File: src/rtl/rf_addr_sched.sv
// rf_addr_sched
//
// Frame-level scheduler for the sparse-weight register-file address
// generator. For each frame it walks every output position (h, w) and
// every filter column s (s innermost, then w, then h), starts one
// address-generation run per non-empty column, waits for that run to
// finish, and then offers a tagged batch-ready handshake to the PE loader.
// Empty columns are skipped at one cycle each, with no generator start.
//
// Ports
//   i_clk, i_rst_n    clock (rising edge), synchronous active-low reset
//   i_frame_start     pulse, starts a frame when idle
//   i_abort           return to idle from any state, no frame_done
//   i_h_size/i_w_size frame size in output rows/columns, latched at start
//   i_len[s]          non-zero count per filter column, latched at start
//   o_gen_start       one-cycle start to the generator
//   o_gen_h/w/s       position and column for the generator run
//   o_gen_length      latched length of the current column
//   i_gen_finish      generator completion pulse
//   o_rf_valid        batch ready, held until i_rf_ready
//   i_rf_ready        downstream accept
//   o_rf_h/w/s        tag of the ready batch
//   o_busy            high whenever not idle
//   o_frame_done      one-cycle pulse at normal frame end
//
// All outputs are decoded from registered state, counters and latched
// configuration only, so the generator inputs stay stable from the issue
// cycle through the end of the handshake.

module rf_addr_sched #(
  parameter int H_MAX   = 32,
  parameter int W_MAX   = 32,
  parameter int S_NUM   = 3,
  parameter int LEN_MAX = 64,
  localparam int CW     = $clog2(H_MAX) + 1,
  localparam int LW     = $clog2(LEN_MAX) + 1
) (
  input  logic          i_clk,
  input  logic          i_rst_n,
  input  logic          i_frame_start,
  input  logic          i_abort,
  input  logic [CW-1:0] i_h_size,
  input  logic [CW-1:0] i_w_size,
  input  logic [LW-1:0] i_len [0:S_NUM-1],
  output logic          o_gen_start,
  output logic [CW-1:0] o_gen_h,
  output logic [CW-1:0] o_gen_w,
  output logic [1:0]    o_gen_s,
  output logic [LW-1:0] o_gen_length,
  input  logic          i_gen_finish,
  output logic          o_rf_valid,
  input  logic          i_rf_ready,
  output logic [CW-1:0] o_rf_h,
  output logic [CW-1:0] o_rf_w,
  output logic [1:0]    o_rf_s,
  output logic          o_busy,
  output logic          o_frame_done
);

  typedef enum logic [2:0] {
    IDLE,
    ISSUE,
    WAIT,
    HAND,
    DONE
  } state_t;

  localparam logic [1:0]    S_LAST  = 2'(S_NUM - 1);
  localparam logic [CW-1:0] H_LIMIT = CW'(H_MAX);
  localparam logic [CW-1:0] W_LIMIT = CW'(W_MAX);
  localparam logic [LW-1:0] L_LIMIT = LW'(LEN_MAX);

  state_t        state_q;
  state_t        state_d;

  logic [CW-1:0] h_q;
  logic [CW-1:0] w_q;
  logic [1:0]    s_q;
  logic [CW-1:0] h_size_q;
  logic [CW-1:0] w_size_q;
  logic [LW-1:0] len_q [0:S_NUM-1];

  logic [CW-1:0] h_nxt;
  logic [CW-1:0] w_nxt;
  logic [1:0]    s_nxt;
  logic [CW-1:0] h_size_in;
  logic [CW-1:0] w_size_in;
  logic [LW-1:0] cur_len;
  logic          col_empty;
  logic          last_pos;

  logic          load_cfg;
  logic          cnt_clr;
  logic          cnt_adv;

  // Out-of-range sizes are clamped so a bad request can never walk
  // positions beyond what the array supports.
  always_comb begin
    h_size_in = (i_h_size > H_LIMIT) ? H_LIMIT : i_h_size;
    w_size_in = (i_w_size > W_LIMIT) ? W_LIMIT : i_w_size;
  end

  // Length of the current column. A compare loop rather than a direct
  // index keeps the select well-defined for any S_NUM up to 4.
  always_comb begin
    cur_len = '0;
    for (int i = 0; i < S_NUM; i++) begin
      if (s_q == 2'(i)) cur_len = len_q[i];
    end
  end

  assign col_empty = (cur_len == '0);

  // The last position is only meaningful while a frame is running, where
  // both latched sizes are known to be non-zero.
  assign last_pos = (s_q == S_LAST) &&
                    (w_q == w_size_q - CW'(1)) &&
                    (h_q == h_size_q - CW'(1));

  // Counter successor: s innermost, then w, then h; each wraps to 0, so
  // after the final position all counters come back to 0.
  always_comb begin
    s_nxt = s_q + 2'd1;
    w_nxt = w_q;
    h_nxt = h_q;
    if (s_q == S_LAST) begin
      s_nxt = '0;
      if (w_q == w_size_q - CW'(1)) begin
        w_nxt = '0;
        h_nxt = (h_q == h_size_q - CW'(1)) ? '0 : h_q + CW'(1);
      end else begin
        w_nxt = w_q + CW'(1);
      end
    end
  end

  // Next-state logic. Abort is checked first so that it beats a frame
  // start in the same cycle and discards an in-flight generator finish.
  always_comb begin
    state_d  = state_q;
    load_cfg = 1'b0;
    cnt_clr  = 1'b0;
    cnt_adv  = 1'b0;
    if (i_abort) begin
      state_d = IDLE;
      cnt_clr = 1'b1;
    end else begin
      unique case (state_q)
        IDLE: begin
          if (i_frame_start) begin
            load_cfg = 1'b1;
            cnt_clr  = 1'b1;
            if ((i_h_size == '0) || (i_w_size == '0)) state_d = DONE;
            else                                      state_d = ISSUE;
          end
        end
        ISSUE: begin
          if (col_empty) begin
            cnt_adv = 1'b1;
            if (last_pos) state_d = DONE;
          end else begin
            state_d = WAIT;
          end
        end
        WAIT: begin
          if (i_gen_finish) state_d = HAND;
        end
        HAND: begin
          if (i_rf_ready) begin
            cnt_adv = 1'b1;
            state_d = last_pos ? DONE : ISSUE;
          end
        end
        DONE: begin
          state_d = IDLE;
        end
        default: begin
          state_d = IDLE;
        end
      endcase
    end
  end

  // State, position counters and latched frame configuration. Reset also
  // clears the configuration, which abort leaves in place.
  always_ff @(posedge i_clk) begin
    if (!i_rst_n) begin
      state_q  <= IDLE;
      h_q      <= '0;
      w_q      <= '0;
      s_q      <= '0;
      h_size_q <= '0;
      w_size_q <= '0;
      for (int i = 0; i < S_NUM; i++) len_q[i] <= '0;
    end else begin
      state_q <= state_d;
      if (load_cfg) begin
        h_size_q <= h_size_in;
        w_size_q <= w_size_in;
        for (int i = 0; i < S_NUM; i++) begin
          len_q[i] <= (i_len[i] > L_LIMIT) ? L_LIMIT : i_len[i];
        end
      end
      if (cnt_clr) begin
        h_q <= '0;
        w_q <= '0;
        s_q <= '0;
      end else if (cnt_adv) begin
        h_q <= h_nxt;
        w_q <= w_nxt;
        s_q <= s_nxt;
      end
    end
  end

  // Moore output decode.
  always_comb begin
    o_gen_start  = (state_q == ISSUE) && !col_empty;
    o_gen_h      = h_q;
    o_gen_w      = w_q;
    o_gen_s      = s_q;
    o_gen_length = cur_len;
    o_rf_valid   = (state_q == HAND);
    o_rf_h       = h_q;
    o_rf_w       = w_q;
    o_rf_s       = s_q;
    o_busy       = (state_q != IDLE);
    o_frame_done = (state_q == DONE);
  end

endmodule

File: config.mk
export PLATFORM = sky130hd
export DESIGN_NAME = rf_addr_sched
export DESIGN_NICKNAME = d
export VERILOG_FILES = /design/src/rtl/rf_addr_sched.sv
export SDC_FILE = /design/constraint.sdc
export NUM_CORES = 1
export LEC_CHECK = 0
export BUFFER_PORTS_ARGS = -buffer_cell sky130_fd_sc_hd__buf_2
export CORE_MARGIN = 2
export CORE_UTILIZATION = 55
export CTS_CLUSTER_DIAMETER = 200
export DETAILED_ROUTE_END_ITERATION = 10
export PLACE_DENSITY = 0.91
export SLEW_MARGIN = 20
export SYNTH_ARGS = -nofsm -noshare
export SYNTH_HDL_FRONTEND = slang
export SYNTH_SLANG_ARGS = --single-unit
File: constraint.sdc
create_clock -name i_clk -period 3.95 [get_ports i_clk]
set_clock_uncertainty 0.05 [all_clocks]
set_input_delay 0.395 -clock i_clk [delete_from_list [all_inputs] [get_ports i_clk]]
set_output_delay 0.395 -clock i_clk [all_outputs]
set_load 0.005 [all_outputs]
==> run summary, run 1 <==
RD Place Congestion = 0.907
Commonest non-fill, non-tap cells in the layout = buf_2 (77), dfxtp_1 (29), and2_1 (23)
Nets = 380
YS warnings = 0
Via/cell ratio = 5.60
Worst Setup End Kind = register
Antenna diode count = 0
Full die area = 5460 sq um
DRT antenna net count = 0
Worst min path class = input port to register
Die W = 73.9 microns
Leak = 1.36 nW
Crit path arrival time = 3.45 ns
Post-synth cell types = 52
GRT overflow = 0
Vias in the first global route = 2,077
# Post-CTS Setup Buffers = 0
Post-layout min period = 3.28 ns
CTS Buffer Depth = 2
Pwr dens = 333 nW/um^2
Root Driver = clkbuf_8
Total design power = 1.04 mW
Slew HR = 40.4%
Ratio of cells with drive above 1 in the final layout = 27.8%
Max-cap violation count = 0
Syn avg cell area = 9.77 sq um
Most common cell after layout, fill and taps aside = buf_2
Final Slew Violations = 0
Routed Wire Length = 6220 microns
Via count = 2,266
Mapped Nets = 318
Register clock-pin slew on the reported worst setup and hold paths = 0.10 ns
Initial antenna violation count = 0
Num rows = 25
Number of setup violations in the final report = 0
Seq/Total Area, Yosys = 45.1%
IO Count = 78
H-tree depth = 2
Hold WS = 0.257 ns
Critical path required time = 4.13 ns
Synth-to-Final Area Change = 16.4%
Hold path depth = 2
CTS Buf Count = 5
Main flop type after synthesis = dfxtp_1
Clock Sinks = 50
Period utilization = 82.9%
Fillers = 359
Final Hold Fails = 0
Sw Pwr = 0.248 mW
Worst hold endpoint = w_size_q[3]$_SDFFE_PN0P_
CTS Hold Buffers Added = 0
Worst-margin pin slew = 0.893 ns
First-pass GRT wire length = 9820 microns
Seq pwr share = 54.5%
Comb power frac = 9.5%
Cts repair resizes = 0
First DRT Iteration DRCs = 242
RSZ-0062 raised after global routing = no
Final HPWL DP = 4560 microns
Synth area leaders = edfxtp_1 (23%), dfxtp_1 (22%), and2_1 (5.4%)
Worst-path fanout max = 13
WS Path Type = register to register
Sw Ratio = 23.8%
EDFF count, synth = 21
# DRC = 0
Cells on worst reg2reg path = 7
Max rail drop VDD = 0.264 mV
Total GRT Usage = 23.2%
Setup Total Neg Slack = 0 ns
Synth Register Bits = 50
Initial Utilization = 56.9%
Die height = 73.9 microns
Outcome = finished, final reports clean
Critical R2R Launch = o_gen_s[0]$_SDFFE_PP0P_
Clock group share of total power = 36.0%
Slowest CP cell = dfxtp_1
Hold path startpoint = i_w_size[3]
CP Launch Type = register
WL per Instance = 15.4 microns
Cell Area, Synth = 2690 sq um
Crit-path max cell delay = 0.69 ns
Fmax = 305 MHz
Post-synth top area share = 23.5%
Cell accounting for the most synthesized area = edfxtp_1
Internal power = 0.794 mW
R2r endpoint = o_gen_h[2]$_SDFFE_PP0P_
Clk_lat worst skew = 0.30 ns
Core area = 4720 sq um
CTS tree = done
Largest net degree at the start of global routing = 26
FF-to-FF setup slack = 0.67 ns
Drt pass-1 iters = 5
Crit path cell chain = nor2b_1, o2bb2ai_1, or4_4, nor4b_4, o21ai_2, or4b_1, a21oi_1
Synth Instances = 275
Async set or reset register ratio after synthesis = 0%
Port-buffer cells = 77
==> worst max-delay path by stage <==
stage                             from                 endpoint  slack (ns)
2_1_floorplan  o_gen_s[0]$_SDFFE_PP0P_  o_gen_h[4]$_SDFFE_PP0P_        1.27
3_3_place_gp   o_gen_s[0]$_SDFFE_PP0P_  o_gen_h[4]$_SDFFE_PP0P_        0.88
3_5_place_dp   o_gen_s[0]$_SDFFE_PP0P_  o_gen_h[2]$_SDFFE_PP0P_        0.72
4_1_cts        o_gen_s[0]$_SDFFE_PP0P_  o_gen_h[2]$_SDFFE_PP0P_        0.71
5_1_grt        o_gen_s[0]$_SDFFE_PP0P_  o_gen_h[2]$_SDFFE_PP0P_        0.54
6_report       o_gen_s[0]$_SDFFE_PP0P_  o_gen_h[2]$_SDFFE_PP0P_        0.67
==> worst max-delay path: cells and delay by family (launching register included) <==
| family | cells | cell delay (ns) |
|---|---|---|
| flops | 1 | 0.69 |
| compound gates | 3 | 0.57 |
| simple gates | 4 | 1.89 |
==> cells in the mapped netlist (all sizes together) (2+ instances only) <==
master,n
a22o,8
or4,5
or2,3
o211ai,3
nand3,7
or3,3
nor2,20
nor2b,6
inv,7
and3,4
mux2i,8
a31oi,2
dfxtp,29
edfxtp,21
nor3,5
xor2,12
a21oi,12
nor4,4
o2111ai,2
xnor2,6
ha,4
o21ai,12
clkbuf,4
nand2b,7
and2,23
buf,18
nand2,18
o2bb2ai,7
==> registers in the layout, indices dropped and copies added (netlist names) <==
| signal | cells |
|---|---|
| state_q | 3 |
| h_size_q | 6 |
| o_gen_s | 2 |
| len_q | 21 |
| w_size_q | 6 |
| o_gen_w | 6 |
| o_gen_h | 6 |
==> stage by stage <==
step / setup slack [ns] / instances / cell area, sq um / util [%]
after floorplan: 1.27 / 275 / 2690 / -
after global routing: 0.535 / 405 / 3130 / 66.2
after detailed placement: 0.718 / 397 / 3010 / 63.8
after global placement: 0.883 / 397 / 3010 / 63.8
after CTS: 0.712 / 405 / 3130 / 66.2
final: 0.675 / 405 / 3130 / 66.2
==> layer usage <==
layer  track usage (%)  vias to the layer above  wire length [microns]
li1                  -                     1099                      -
met1              30.7                     1047                   2600
met2              37.5                      106                   3020
met3              5.62                       14                    468
met4              7.88                        0                    127
met5                 0                        -                      0
==> power by group through the flow <==
| stage | logic [mW] | registers (mW) | clock network, mW |
|---|---|---|---|
| after CTS | 0.0981 | 0.568 | 0.379 |
| after global placement | 0.0930 | 0.578 | 0 |
| after global routing | 0.109 | 0.570 | 0.394 |
| after floorplan | 0.0587 | 0.575 | 0 |
| after detailed placement | 0.0969 | 0.579 | 0 |
| final | 0.0989 | 0.568 | 0.376 |
==> kinds of logic after synthesis <==
logic type / synth area share (%)
buffers and inverters: 6.38
AO/OA/AOI/OAI: 14.2
AND/OR/NAND/NOR: 23.7
flip-flops: 45.1
adder cells (fa/ha/maj): 1.86
multiplexers: 2.98
XOR/XNOR: 5.87
==> final cells by class <==
type                    count  area, sq um  share of cell area (%)
repair buffers             77          385                    12.3
well taps                  67         83.8                    2.68
clock inverters             3         47.5                    1.52
multi-input cells         196         1310                    41.7
inverters                   7         26.3                   0.840
flip-flops and latches     50         1210                    38.7
clock buffers               5         68.8                    2.20
Note: power is estimated with default switching activity, not from simulation.
==> run 2: changes to the inputs <==
CORE_UTILIZATION = 47   (was 55)
PLACE_DENSITY = 0.83   (was 0.91)
clock period = 2.65 ns   (was 3.95 ns; I/O delays follow)
==> run summary, run 2 (synthesis gave the netlist of run 1 again) <==
Root Driver = clkbuf_8
Critical path required time = 2.84 ns (-1.29 ns)
Outcome = finished, final reports clean
Num rows = 27 (+8.0%)
CP Launch Type = register
Worst min path class = input port to register
Leak = 1.43 nW (+5.3%)
WS Path Type = register to register
Post-layout min period = 2.60 ns (-0.671 ns)
Final Hold Fails = 0 (unchanged)
Most common cell after layout, fill and taps aside = buf_2
Drt pass-1 iters = 4 (-1)
Routed Wire Length = 6160 microns (-0.90%)
Setup Total Neg Slack = 0 ns (unchanged)
Fillers = 478 (+33%)
Register Area = 1210 sq um (+0.31%)
Hold path depth = 3 (+1)
Crit path arrival time = 2.80 ns (-0.65 ns)
Nets = 394 (+3.7%)
Antenna diode count = 0 (unchanged)
Cells on worst reg2reg path = 9 (+2)
Max rail drop VDD = 0.248 mV (-5.9%)
Period utilization = 98.3% (+15 points)
Synth-to-Final Area Change = 21.0%
Final Slew Violations = 0 (unchanged)
Stages on the worst setup path = 9 (+2)
Vias in the first global route = 2,084 (+0.34%)
Multi-input logic area = 1330 sq um (+1.8%)
CP bufs+invs = 2 (+2)
Initial Utilization = 48.8% (-8.1 points)
Port-buffer cells = 77 (unchanged)
Pre-CTS WS = -0.0287 ns (-0.746 ns)
Worst Slack Setup Final = 0.0458 ns (-0.629 ns)
Clk_lat worst skew = 0.31 ns (about the same)
Full die area = 6340 sq um (+16%)
Slowest CP cell = or4_1
CTS Buffer Depth = 2 (unchanged)
Most flops, register = len_q
H-tree depth = 2 (unchanged)
Via count = 2,274 (+0.35%)
Worst-margin pin slew = 0.430 ns (-0.463 ns)
Largest register FFs = 21 (unchanged)
Slew HR = 71.3% (+31 points)
GRT overflow = 0 (unchanged)
Final Util = 59.1% (-7.2 points)
Largest net degree at the start of global routing = 24 (-7.7%)
Core area = 5510 sq um (+17%)
WL per Instance = 14.5 microns (-5.3%)
Die W = 79.6 microns (+7.7%)
RD Place Congestion = 0.827 (-8.8%)
DRT antenna net count = 0 (unchanged)
RSZ-0062 raised after global routing = yes
Number of setup violations in the final report = 0 (unchanged)
Initial antenna violation count = 0 (unchanged)
Final HPWL DP = 4660 microns (+2.1%)
Hold WS = 0.115 ns (-0.141 ns)
Max-cap violation count = 0 (unchanged)
Total GRT Usage = 20.0% (-3.3 points)
Crit-path max cell delay = 0.47 ns (-0.22 ns)
IO Count = 78 (unchanged)
Worst Setup End Kind = register
Register clock-pin slew on the reported worst setup and hold paths = 0.10 ns (about the same)
Ratio of cells with drive above 1 in the final layout = 32.4% (+4.6 points)
Pwr dens = 455 nW/um^2 (+36%)
# DRC = 0 (unchanged)
Cell family with most CP delay = simple AND/OR/NAND/NOR gates
Crit path cell chain = buf_6, mux2i_1, o2bb2ai_1, or3_4, nor4b_4, buf_4, nor2_2, or4_1, a21oi_1
Fmax = 384 MHz (+26%)
Worst-path fanout max = 7 (-6)
CTS tree = done
Clock Sinks = 50 (unchanged)
CTS Buf Count = 5 (unchanged)
First-pass GRT wire length = 9850 microns (+0.29%)
Die height = 79.6 microns (+7.7%)
Via/cell ratio = 5.36 (-4.1%)
Commonest non-fill, non-tap cells in the layout = buf_2 (77), dfxtp_1 (28), and2_1 (23)
First DRT Iteration DRCs = 172 (-29%)
==> run 2: cell count changes in the layout (fill, tap and decap cells not counted), sizes merged <==
cell,delta
buf,+14
bufinv,-1
clkinv,+1
==> run 2: worst min-delay path: stages <==
cell and delay, ns:
buf_2 0.09, nand2_1 0.04, o21ai_0 0.05
==> run 2: report_power, final <==
| part | internal (mW) | leakage, nW | switching (mW) |
|---|---|---|---|
| combinational | 0.0701 | 0.924 | 0.0812 |
| sequential | 0.829 | 0.459 | 0.0163 |
| clock | 0.198 | 0.0506 | 0.284 |
==> run 2: area by class of cell <==
cell class                 count  area share (%)
multi-input combinational    196            40.9
clock inverter                 3           0.885
timing repair buffer          91            15.2
inverter                       7           0.808
sequential                    50            37.4
clock buffer                   5            2.12
tap                           72            2.77
==> run 2: timing repair <==
item,CTS,global route
gates resized for setup,1,6
endpoints found under the setup margin,2,5
hold buffers,0,0
setup buffers,2,1
pin swaps,1,3
==> run 2: final timing paths <==
check / slack [ns] / end / startpoint
max: 0.05 / o_gen_w[5]$_SDFFE_PP0P_ / o_gen_s[0]$_SDFFE_PP0P_
min: 0.12 / h_size_q[0]$_SDFFE_PN0P_ / i_h_size[0]
max reg2reg: 0.05 / o_gen_w[5]$_SDFFE_PP0P_ / o_gen_s[0]$_SDFFE_PP0P_
min reg2reg: 0.44 / state_q[1]$_SDFFE_PP0P_ / state_q[2]$_SDFFE_PP0P_
==> run 2: per-stage QoR <==
stage          cells  total power, mW  instance area [sq um]
2_1_floorplan    275            0.944                   2690
3_3_place_gp     413             1.00                   3100
3_5_place_dp     413             1.01                   3100
4_1_cts          423             1.49                   3220
5_1_grt          424             1.54                   3250
6_report         424             1.48                   3250
==> run 2: layer usage <==
| layer | GRT usage, % | up-vias | wire (microns) |
|---|---|---|---|
| met3 | 3.39 | 13 | 380 |
| met4 | 8.45 | 0 | 150 |
| met2 | 31.5 | 86 | 2940 |
| met5 | 0 | - | 0 |
| met1 | 27.0 | 1048 | 2690 |
| li1 | - | 1127 | - |
==> run 3: changes to the inputs <==
CORE_UTILIZATION = 48   (was 47)
CTS_BUF_LIST = sky130_fd_sc_hd__clkbuf_4   (was unset)
PLACE_DENSITY = 0.85   (was 0.83)
REMOVE_ABC_BUFFERS = 1   (was unset)
==> run summary, run 3 (synthesis gave the netlist of run 1 again) <==
Cells on worst reg2reg path = 8 (-1)
Initial Utilization = 49.1% (+0.30 points)
Final Hold Fails = 0 (unchanged)
Period utilization = 97.1% (-1.1 points)
Critical R2R Launch = o_gen_s[0]$_SDFFE_PP0P_
Register clock-pin slew on the reported worst setup and hold paths = 0.15 ns (+0.05 ns)
Largest net degree at the start of global routing = 24 (unchanged)
Post-layout min period = 2.57 ns (-0.0304 ns)
WS Path Type = register to register
Hold path depth = 2 (-1)
Port-buffer cells = 77 (unchanged)
Core area = 5470 sq um (-0.61%)
Register Area = 1210 sq um (unchanged)
IO Count = 78 (unchanged)
Synth-to-Final Area Change = 19.7%
Die W = 78.8 microns (-1.0%)
CTS tree = done
CTS Hold Buffers Added = 0 (unchanged)
Final Slew Violations = 0 (unchanged)
Pwr dens = 451 nW/um^2 (-0.88%)
Worst Setup End Kind = register
DRT antenna net count = 0 (unchanged)
Crit path arrival time = 2.84 ns (+0.04 ns)
Number of setup violations in the final report = 0 (unchanged)
Hold path startpoint = i_w_size[3]
# DRC = 0 (unchanged)
Comb power frac = 10.6% (+0.4 points)
H-tree depth = 2 (unchanged)
Clock group share of total power = 31.1% (-1.5 points)
Most flops, register = len_q
Total GRT Usage = 19.9% (-0.078 points)
Num rows = 27 (unchanged)
WL per Instance = 14.8 microns (+1.7%)
Worst Slack Setup Final = 0.0763 ns (+0.0304 ns)
Drt pass-1 iters = 4 (unchanged)
Seq pwr share = 58.3% (+1.1 points)
Critical path required time = 2.92 ns (+0.08 ns)
Outcome = finished, final reports clean
Fillers = 504 (+5.4%)
Initial antenna violation count = 0 (unchanged)
Via count = 2,279 (+0.22%)
Sw Ratio = 24.2% (-1.6 points)
Die height = 78.8 microns (-1.0%)
Commonest non-fill, non-tap cells in the layout = buf_2 (77), dfxtp_1 (28), and2_1 (23)
Internal power = 1.10 mW (+0.13%)
CTS Buf Count = 5 (unchanged)
GRT overflow = 0 (unchanged)
Max-cap violation count = 0 (unchanged)
FF-to-FF setup slack = 0.08 ns (+0.03 ns)
Pre-CTS WS = -0.0853 ns (-0.0566 ns)
Most common cell after layout, fill and taps aside = buf_2
Leak = 1.41 nW (-1.8%)
RSZ-0062 raised after global routing = yes
Clock Sinks = 50 (unchanged)
First DRT Iteration DRCs = 212 (+23%)
Ratio of cells with drive above 1 in the final layout = 31.3% (-1.0 points)
Final HPWL DP = 4860 microns (+4.4%)
R2r endpoint = o_gen_h[4]$_SDFFE_PP0P_
RD Place Congestion = 0.837 (+1.1%)
Worst hold endpoint = w_size_q[3]$_SDFFE_PN0P_
Multi-input logic area = 1320 sq um (-0.94%)
Setup Total Neg Slack = 0 ns (unchanged)
Slew HR = 69.1% (-2.2 points)
Vias in the first global route = 2,070 (-0.67%)
Worst-path fanout max = 6 (-1)
Fmax = 389 MHz (+1.2%)
CP Launch Type = register
First-pass GRT wire length = 9790 microns (-0.56%)
Nets = 393 (-0.25%)
Full die area = 6210 sq um (-2.0%)
Largest register FFs = 21 (unchanged)
Antenna diode count = 0 (unchanged)
Via/cell ratio = 5.39 (+0.46%)
Sw Pwr = 0.351 mW (-7.9%)
Root Driver = clkbuf_4
Worst-margin pin slew = 0.464 ns (+0.0337 ns)
Max rail drop VDD = 0.224 mV (-9.8%)
Clk_lat worst skew = 0.38 ns (+0.07 ns)
CTS Buffer Depth = 2 (unchanged)
Routed Wire Length = 6260 microns (+1.5%)
Worst min path class = input port to register
==> run 3: changes by cell type in the layout (fill, tap and decap cells not counted), sizes merged <==
| cell | delta |
|---|---|
| inv | -2 |
| bufinv | +1 |
| clkinvlp | +2 |
| clkinv | -1 |
| buf | -1 |
==> run 3: stage by stage <==
| step | utilization [%] | area (sq um) | std cells | hold WS, ns | power [mW] |
|---|---|---|---|---|---|
| floorplan | - | 2540 | 253 | 0.324 | 0.942 |
| global placement | 56.8 | 3110 | 414 | 0.431 | 1.01 |
| detailed placement | 56.8 | 3110 | 414 | 0.436 | 1.01 |
| CTS | 58.5 | 3200 | 422 | 0.0444 | 1.45 |
| global route | 58.8 | 3220 | 423 | 0.0395 | 1.50 |
| finish | 58.8 | 3220 | 423 | 0.0471 | 1.45 |
==> run 3: per-layer routing <==
layer  track usage, %  vias up  wire length [microns]
li1                 -     1125                      -
met1             26.9     1075                   2730
met2             32.1       71                   3050
met3             4.89        8                    385
met4             5.34        0                     91
met5                0        -                      0
==> run 3: critical path: stages, from the launching register on <==
cell and delay [ns]:
dfxtp_4 0.42, buf_6 0.13, mux2i_1 0.22, o2bb2ai_1 0.11
or3_4 0.42, nor4b_4 0.40, o21ai_2 0.11, or4_1 0.50
a21oi_2 0.14
==> run 3: power groups by stage <==
| stage | logic [mW] | clock network [mW] | registers [mW] |
|---|---|---|---|
| 4_1_cts | 0.151 | 0.452 | 0.845 |
| 2_1_floorplan | 0.0852 | 0 | 0.857 |
| 5_1_grt | 0.168 | 0.484 | 0.849 |
| 3_5_place_dp | 0.149 | 0 | 0.863 |
| 3_3_place_gp | 0.143 | 0 | 0.863 |
| 6_report | 0.153 | 0.451 | 0.845 |
==> run 3: area by class of cell <==
class | instances | area share, %
clock buffer | 5 | 1.17
clock inverter | 3 | 1.40
inverter | 7 | 0.817
multi-input combinational | 196 | 40.9
sequential | 50 | 37.8
tap | 72 | 2.80
timing repair buffer | 90 | 15.1
==> run 3: how the worst max path moves through the flow <==
stage,slack [ns],start,depth (start not counted),endpoint
after floorplan,-0.25,o_gen_s[0]$_SDFFE_PP0P_,7,o_gen_h[4]$_SDFFE_PP0P_
after global placement,0.07,o_gen_s[0]$_SDFFE_PP0P_,8,o_gen_h[4]$_SDFFE_PP0P_
after detailed placement,-0.09,o_gen_s[0]$_SDFFE_PP0P_,8,o_gen_h[4]$_SDFFE_PP0P_
after CTS,0.04,o_gen_s[0]$_SDFFE_PP0P_,6,o_gen_start
after global routing,-0.04,o_gen_s[0]$_SDFFE_PP0P_,7,o_gen_h[2]$_SDFFE_PP0P_
final,0.08,o_gen_s[0]$_SDFFE_PP0P_,8,o_gen_h[4]$_SDFFE_PP0P_
==> run 3: repair_timing <==
item                                    CTS  global route
pin swaps                                 0             2
buffers inserted                          0             1
endpoints found under the setup margin    5             3
resized for setup                         3             3
endpoints found under the hold margin     0             0
